## src/rtl/seq_ctrl_pkg.sv

```systemverilog
// Shared encodings and widths for the counter sequencer.
package seq_ctrl_pkg;

   localparam int unsigned CNT_W = 8;
   localparam int unsigned NIB_W = 4;

   localparam logic MODE_ONESHOT  = 1'b0;
   localparam logic MODE_PERIODIC = 1'b1;

   typedef enum logic [2:0] {
      S_IDLE = 3'd0,
      S_LOAD = 3'd1,
      S_RUN  = 3'd2,
      S_HOLD = 3'd3,
      S_DONE = 3'd4
   } state_t;

endpackage

```

## src/rtl/tick_prescaler.sv

```systemverilog
// Count-step prescaler: one tick every PRESCALE cycles of RUN, frozen in HOLD, cleared elsewhere.
module tick_prescaler #(
   parameter int unsigned PRESCALE = 4
) (
   input  logic clk,
   input  logic clr,
   input  logic run,
   input  logic hold,
   output logic tick
);

   localparam int unsigned PW = $clog2(PRESCALE);
   localparam logic [PW-1:0] LAST = PW'(PRESCALE - 1);

   logic [PW-1:0] cnt;

   always_ff @(posedge clk) begin
      if (clr) begin
         cnt <= '0;
      end else if (run) begin
         cnt <= (cnt == LAST) ? '0 : cnt + PW'(1);
      end else if (!hold) begin
         cnt <= '0;
      end
   end

   // Tick lands on the PRESCALE-th RUN cycle.
   assign tick = run && (cnt == LAST);

endmodule

```

## src/rtl/counter_seq_ctrl.sv

```systemverilog
// Sequencer for the cascaded 8-bit up/down counter pair (load, run to terminal, stop or reload).
// Optional prescaled stepping is enabled with the PRESCALE_EN macro.
module counter_seq_ctrl
   import seq_ctrl_pkg::*;
#(
   parameter int unsigned PRESCALE = 4,
   parameter int unsigned WRAP_W   = 8
) (
   input  logic              clk,
   input  logic              clr,
   input  logic              start,
   input  logic              stop,
   input  logic              pause,
   input  logic              mode,
   input  logic              dir,
   input  logic [CNT_W-1:0]  load_val,
   input  logic [CNT_W-1:0]  term_val,
   input  logic [CNT_W-1:0]  cnt_q,
   output logic              cnt_en,
   output logic              cnt_load,
   output logic              cnt_up,
   output logic              cnt_clr,
   output logic [NIB_W-1:0]  cnt_d1,
   output logic [NIB_W-1:0]  cnt_d2,
   output logic              busy,
   output logic              done,
   output logic [WRAP_W-1:0] wrap_cnt
);

   state_t              state, state_n;
   logic [CNT_W-1:0]    lv, tv;
   logic                dir_r, mode_r;
   logic                done_n, capture;
   logic [WRAP_W-1:0]   wrap_n;
   logic                hit, tick, step;

   assign hit = (cnt_q == tv);

`ifdef PRESCALE_EN
   tick_prescaler #(
      .PRESCALE (PRESCALE)
   ) u_prescaler (
      .clk  (clk),
      .clr  (clr),
      .run  (state == S_RUN),
      .hold (state == S_HOLD),
      .tick (tick)
   );
`else
   logic [31:0] prescale_unused;
   assign prescale_unused = 32'(PRESCALE);
   assign tick = 1'b1;
`endif

   // Datapath control decode.
   assign step     = (state == S_RUN) && !hit && !stop && !clr && tick;
   assign cnt_clr  = clr | stop;
   assign cnt_load = (state == S_LOAD) && !stop;
   assign cnt_en   = cnt_load | step;
   assign cnt_up   = dir_r;
   assign cnt_d1   = lv[NIB_W-1:0];
   assign cnt_d2   = lv[CNT_W-1:NIB_W];
   assign busy     = (state == S_LOAD) || (state == S_RUN) || (state == S_HOLD);

   always_ff @(posedge clk) begin
      if (clr) begin
         state    <= S_IDLE;
         lv       <= '0;
         tv       <= '0;
         dir_r    <= 1'b0;
         mode_r   <= 1'b0;
         done     <= 1'b0;
         wrap_cnt <= '0;
      end else begin
         state    <= state_n;
         done     <= done_n;
         wrap_cnt <= wrap_n;
         if (capture) begin
            lv     <= load_val;
            tv     <= term_val;
            dir_r  <= dir;
            mode_r <= mode;
         end
      end
   end

   // Next state: stop > terminal hit > start > pause.
   always_comb begin
      state_n = state;
      done_n  = 1'b0;
      wrap_n  = wrap_cnt;
      capture = 1'b0;
      if (stop) begin
         state_n = S_IDLE;
      end else begin
         unique case (state)
            S_IDLE, S_DONE: begin
               if (start) begin
                  state_n = S_LOAD;
                  wrap_n  = '0;
                  capture = 1'b1;
               end
            end
            S_LOAD: state_n = S_RUN;
            S_RUN: begin
               if (hit) begin
                  done_n = 1'b1;
                  if (mode_r == MODE_ONESHOT) begin
                     state_n = S_DONE;
                  end else begin
                     state_n = S_LOAD;
                     wrap_n  = (&wrap_cnt) ? wrap_cnt : wrap_cnt + WRAP_W'(1);
                  end
               end else if (pause) begin
                  state_n = S_HOLD;
               end
            end
            S_HOLD: begin
               if (!pause) state_n = S_RUN;
            end
            default: state_n = S_IDLE;
         endcase
      end
   end

endmodule

```

## config.mk

```make
export PLATFORM = sky130hd
export DESIGN_NAME = counter_seq_ctrl
export DESIGN_NICKNAME = d
export VERILOG_FILES = /design/src/rtl/seq_ctrl_pkg.sv /design/src/rtl/tick_prescaler.sv /design/src/rtl/counter_seq_ctrl.sv
export SDC_FILE = /design/constraint.sdc
export NUM_CORES = 1
export LEC_CHECK = 0
export ABC_CLOCK_PERIOD_IN_PS = 4700
export BUFFER_PORTS_ARGS = -buffer_cell sky130_fd_sc_hd__buf_2
export CAP_MARGIN = 20
export CORE_AREA = 4 4 74 63
export DETAILED_ROUTE_END_ITERATION = 12
export DIE_AREA = 0 0 78 67
export GPL_ROUTABILITY_DRIVEN = 0
export SLEW_MARGIN = 40
export SYNTH_ARGS = -nofsm -noshare
export SYNTH_HDL_FRONTEND = slang
export SYNTH_SLANG_ARGS = --single-unit
```

## constraint.sdc

```tcl
create_clock -name clk -period 4.7 [get_ports clk]
set_input_delay 0.705 -clock clk [delete_from_list [all_inputs] [get_ports clk]]
set_output_delay 0.705 -clock clk [all_outputs]
set_load 0.01 [all_outputs]
```

==> metrics.cfg <==
[routing]
wl_met3_um = 313
via_count = 1364
wirelength_mm = 3.67
dr.max_layer_used = met4
drc = 0
drt_iter0_markers = 80
met1Wirelength_mm = 1.90
vias_per_cell = 4.82
drtAntennaViolNets = 0
wire_per_inst_um = 13.0
wl_met2_mm = 1.40
dr.pass1.iters = 4

[clock_tree]
cts.clk_slew.worst_paths_ps = 60
clock_latency_ps = 280
htreeDepth = 2
cts-root-buf = clkbuf_8
hold_buffers = 0
post_cts_buffers = 0
cts-resized-gates = 0
clock-sinks = 30
clk_path_buf_depth = 2
numCtsBuffers = 5
tritoncts = built

[flow_run]
maxCapViolations = 0

[timing]
fmax_ghz = 0.357
rsz0062_at_grt = no
setup_violations = 0
worstMarginPinSlew_ps = 757
worst_slack_ps = 1900
clock_skew_ps = 3.65
drv_slew = 0
max_slew_margin_pct = 49.5
hold_violations = 0
period_needed_ps = 2800
fin_crit_sh_pct = 59.7
finalSetupTns_ps = 0

[floorplanning]
die_area_um2 = 5230
core_um2 = 3970
io_pins = 53
start_util_pct = 38.3
rows = 21
die_x_um = 78
die_y_um = 67

[setup_path]
cp-end-kind = primary output
crit_required_ps = 3990
r2r_slack_ps = 2710
critPathKind = primary input to primary output
crit_top_cell = buf_2
critPathTopFamily = simple AND/OR/NAND/NOR gates
path_depth = 6
start_kind = primary input
cpMaxStageDelayCell = and2_1
cp_cell_sequence = buf_2 -> xor2_1 -> nor4_1 -> and2_1 -> o21bai_1 -> buf_2
worstPathBufferInverterCount = 2
r2r_end = wrap_cnt[2]
r2r_cells = 5
slowest_delay_ps = 470
crit_fanout = 10
cp.arrival_ps = 2100
r2r_start = state[1]

[global_routing]
grt_use_total_pct = 15.2
antenna_found_initial = 0
grt_first_pass_wirelength_mm = 6.00
first_global_vias = 1282
grt_max_degree = 32
grt.overflow.total = 0

[placement]
hpwl_mm = 2.54
dp_worst_setup_slack_ps = 1920
port_buffers = 52
placed_cells = 276

[power]
vdd_ir_drop_max_v = 0.000164
p_per_area_nw_per_um2 = 282
clkPwrFrac_pct = 37.6
cellLeakagePower_nw = 0.819
pwr-share-seq_pct = 51.1
switching_power_mw = 0.137
swShare_pct = 26.1
p_int_mw = 0.388
p_comb_share_pct = 11.3

[finish]
syn_to_final_growth_pct = 22.3
drive_above_1_share_pct = 35.0
antenna_cells = 0
fin_cells = 283
fillerInstances = 415
fin_nets = 258

[yosys]
yosys_warnings = 0
seq_area_frac_synth_pct = 39.5
synth.cell_area_um2 = 1520
synth_nets = 208
synthTopCellsByArea = dfxtp_1 39%, nand2_1 9.6%, a21oi_1 6.3%
ys_types = 46
synth_top_area_cell = dfxtp_1
ys_async_sr_fraction_pct = 0
synth_ff_type = dfxtp_1
synth-seq-cells = 30
synthCells = 176
synth_top_area_share_pct = 39.5
synth_edf_count = 0
syn_area_per_cell_um2 = 8.64

[hold_path]
min_delay_worst_endpoint = lv[7]
holdPathStages = 2
worstHoldStart = lv[7]
hold_class = flip-flop to flip-flop

[run_status]
outcome = complete, no violations

==> power groups by stage <==
| stage | Combinational [mW] | Sequential, mW | Clock [mW] |
|---|---|---|---|
| final | 0.0592 | 0.269 | 0.198 |
| after global routing | 0.0673 | 0.269 | 0.218 |
| after CTS | 0.0602 | 0.268 | 0.203 |
| after detailed placement | 0.0601 | 0.274 | 0 |
| after global placement | 0.0597 | 0.274 | 0 |
| after floorplan | 0.0374 | 0.274 | 0 |
==> layout make-up <==
class                           count  area [um2]  area share (%)
Timing Repair Buffer               53         268            14.4
Tap cell                           57        71.3            3.83
Inverter                            2        7.51           0.403
Clock buffer                        5        68.8            3.70
Sequential cell                    30         601            32.3
Multi-Input combinational cell    134         835            44.9
Clock inverter                      2        10.0           0.538
==> per-layer routing <==
| metal | vias to the layer above | GRT usage, % |
|---|---|---|
| met5 | - | 0 |
| met4 | 0 | 6.99 |
| met2 | 45 | 20.0 |
| li1 | 713 | - |
| met3 | 6 | 7.16 |
| met1 | 600 | 20.7 |
==> synth_stat cells (2+ instances only) <==
| cell type | n |
|---|---|
| nand2b_1 | 6 |
| nand2_1 | 39 |
| nand3_1 | 3 |
| nor3b_1 | 2 |
| clkbuf_8 | 3 |
| nor2_1 | 9 |
| a21o_2 | 2 |
| xor2_1 | 8 |
| inv_1 | 2 |
| o41ai_2 | 2 |
| or2_2 | 2 |
| dfxtp_1 | 30 |
| a21oi_1 | 19 |
| nor3b_2 | 2 |
| a31oi_1 | 5 |
| nor4b_1 | 2 |
| o22ai_1 | 2 |
| nand3b_1 | 2 |
| nor3_1 | 2 |
| buf_6 | 2 |
| buf_2 | 2 |
| clkbuf_1 | 3 |
| and3_2 | 2 |
| nor4_1 | 2 |
| o21bai_1 | 2 |
==> state kept, by name, indices dropped and copies added (netlist names) <==
register  cells
lv            8
tv            8
wrap_cnt      8
state         3
cnt_up        1
done          1
mode_r        1
==> layout by cell type (no fill, tap or decap), types with 2 or more instances in the layout <==
master / instances
a21o_2: 2
a21oi_1: 19
a31oi_1: 5
and3_2: 2
buf_2: 52
clkbuf_8: 5
clkinv_2: 2
dfxtp_1: 30
inv_1: 2
nand2_1: 39
nand2b_1: 6
nand3_1: 3
nand3b_1: 2
nor2_1: 9
nor3_1: 2
nor3b_1: 2
nor3b_2: 2
nor4_1: 2
o21bai_1: 2
o22ai_1: 2
o41ai_2: 2
or2_2: 2
xor2_1: 8
==> per-stage QoR <==
stage               util, %  instance area (um2)  hold slack [ps]  power, mW
global route           46.9                 1860              470      0.555
floorplan                 -                 1520              446      0.311
global placement       44.9                 1780              444      0.334
finish                 46.9                 1860              455      0.525
detailed placement     44.9                 1780              446      0.334
CTS                    46.9                 1860              456      0.532
==> how the worst max path moves through the flow <==
stage,end,startpoint,slack (ps)
after floorplan,cnt_en,cnt_q[3],2450
after global placement,cnt_en,cnt_q[3],1910
after detailed placement,cnt_en,cnt_q[3],1920
after CTS,cnt_en,cnt_q[3],1900
after global routing,cnt_en,cnt_q[3],1750
final,cnt_en,cnt_q[3],1900
==> kinds of logic (layout without fill, tap and decap cells) <==
logic type | after synthesis | after routing | synth area share, %
compound gates | 42 | 42 | 19.2
fa+ha+maj | 1 | 1 | 0.822
simple gates | 82 | 82 | 29.1
buf+inv | 12 | 62 | 6.09
mux | 1 | 1 | 0.658
flops | 30 | 30 | 39.5
xor+xnor | 8 | 8 | 4.61
==> worst reg2reg max path: cells and delay by family (launching register included) <==
kind,cells,cell delay (ps)
AO/OA/AOI/OAI,2,500
flip-flops,1,520
AND/OR/NAND/NOR,3,870
Power figures use the tool's default switching activity.
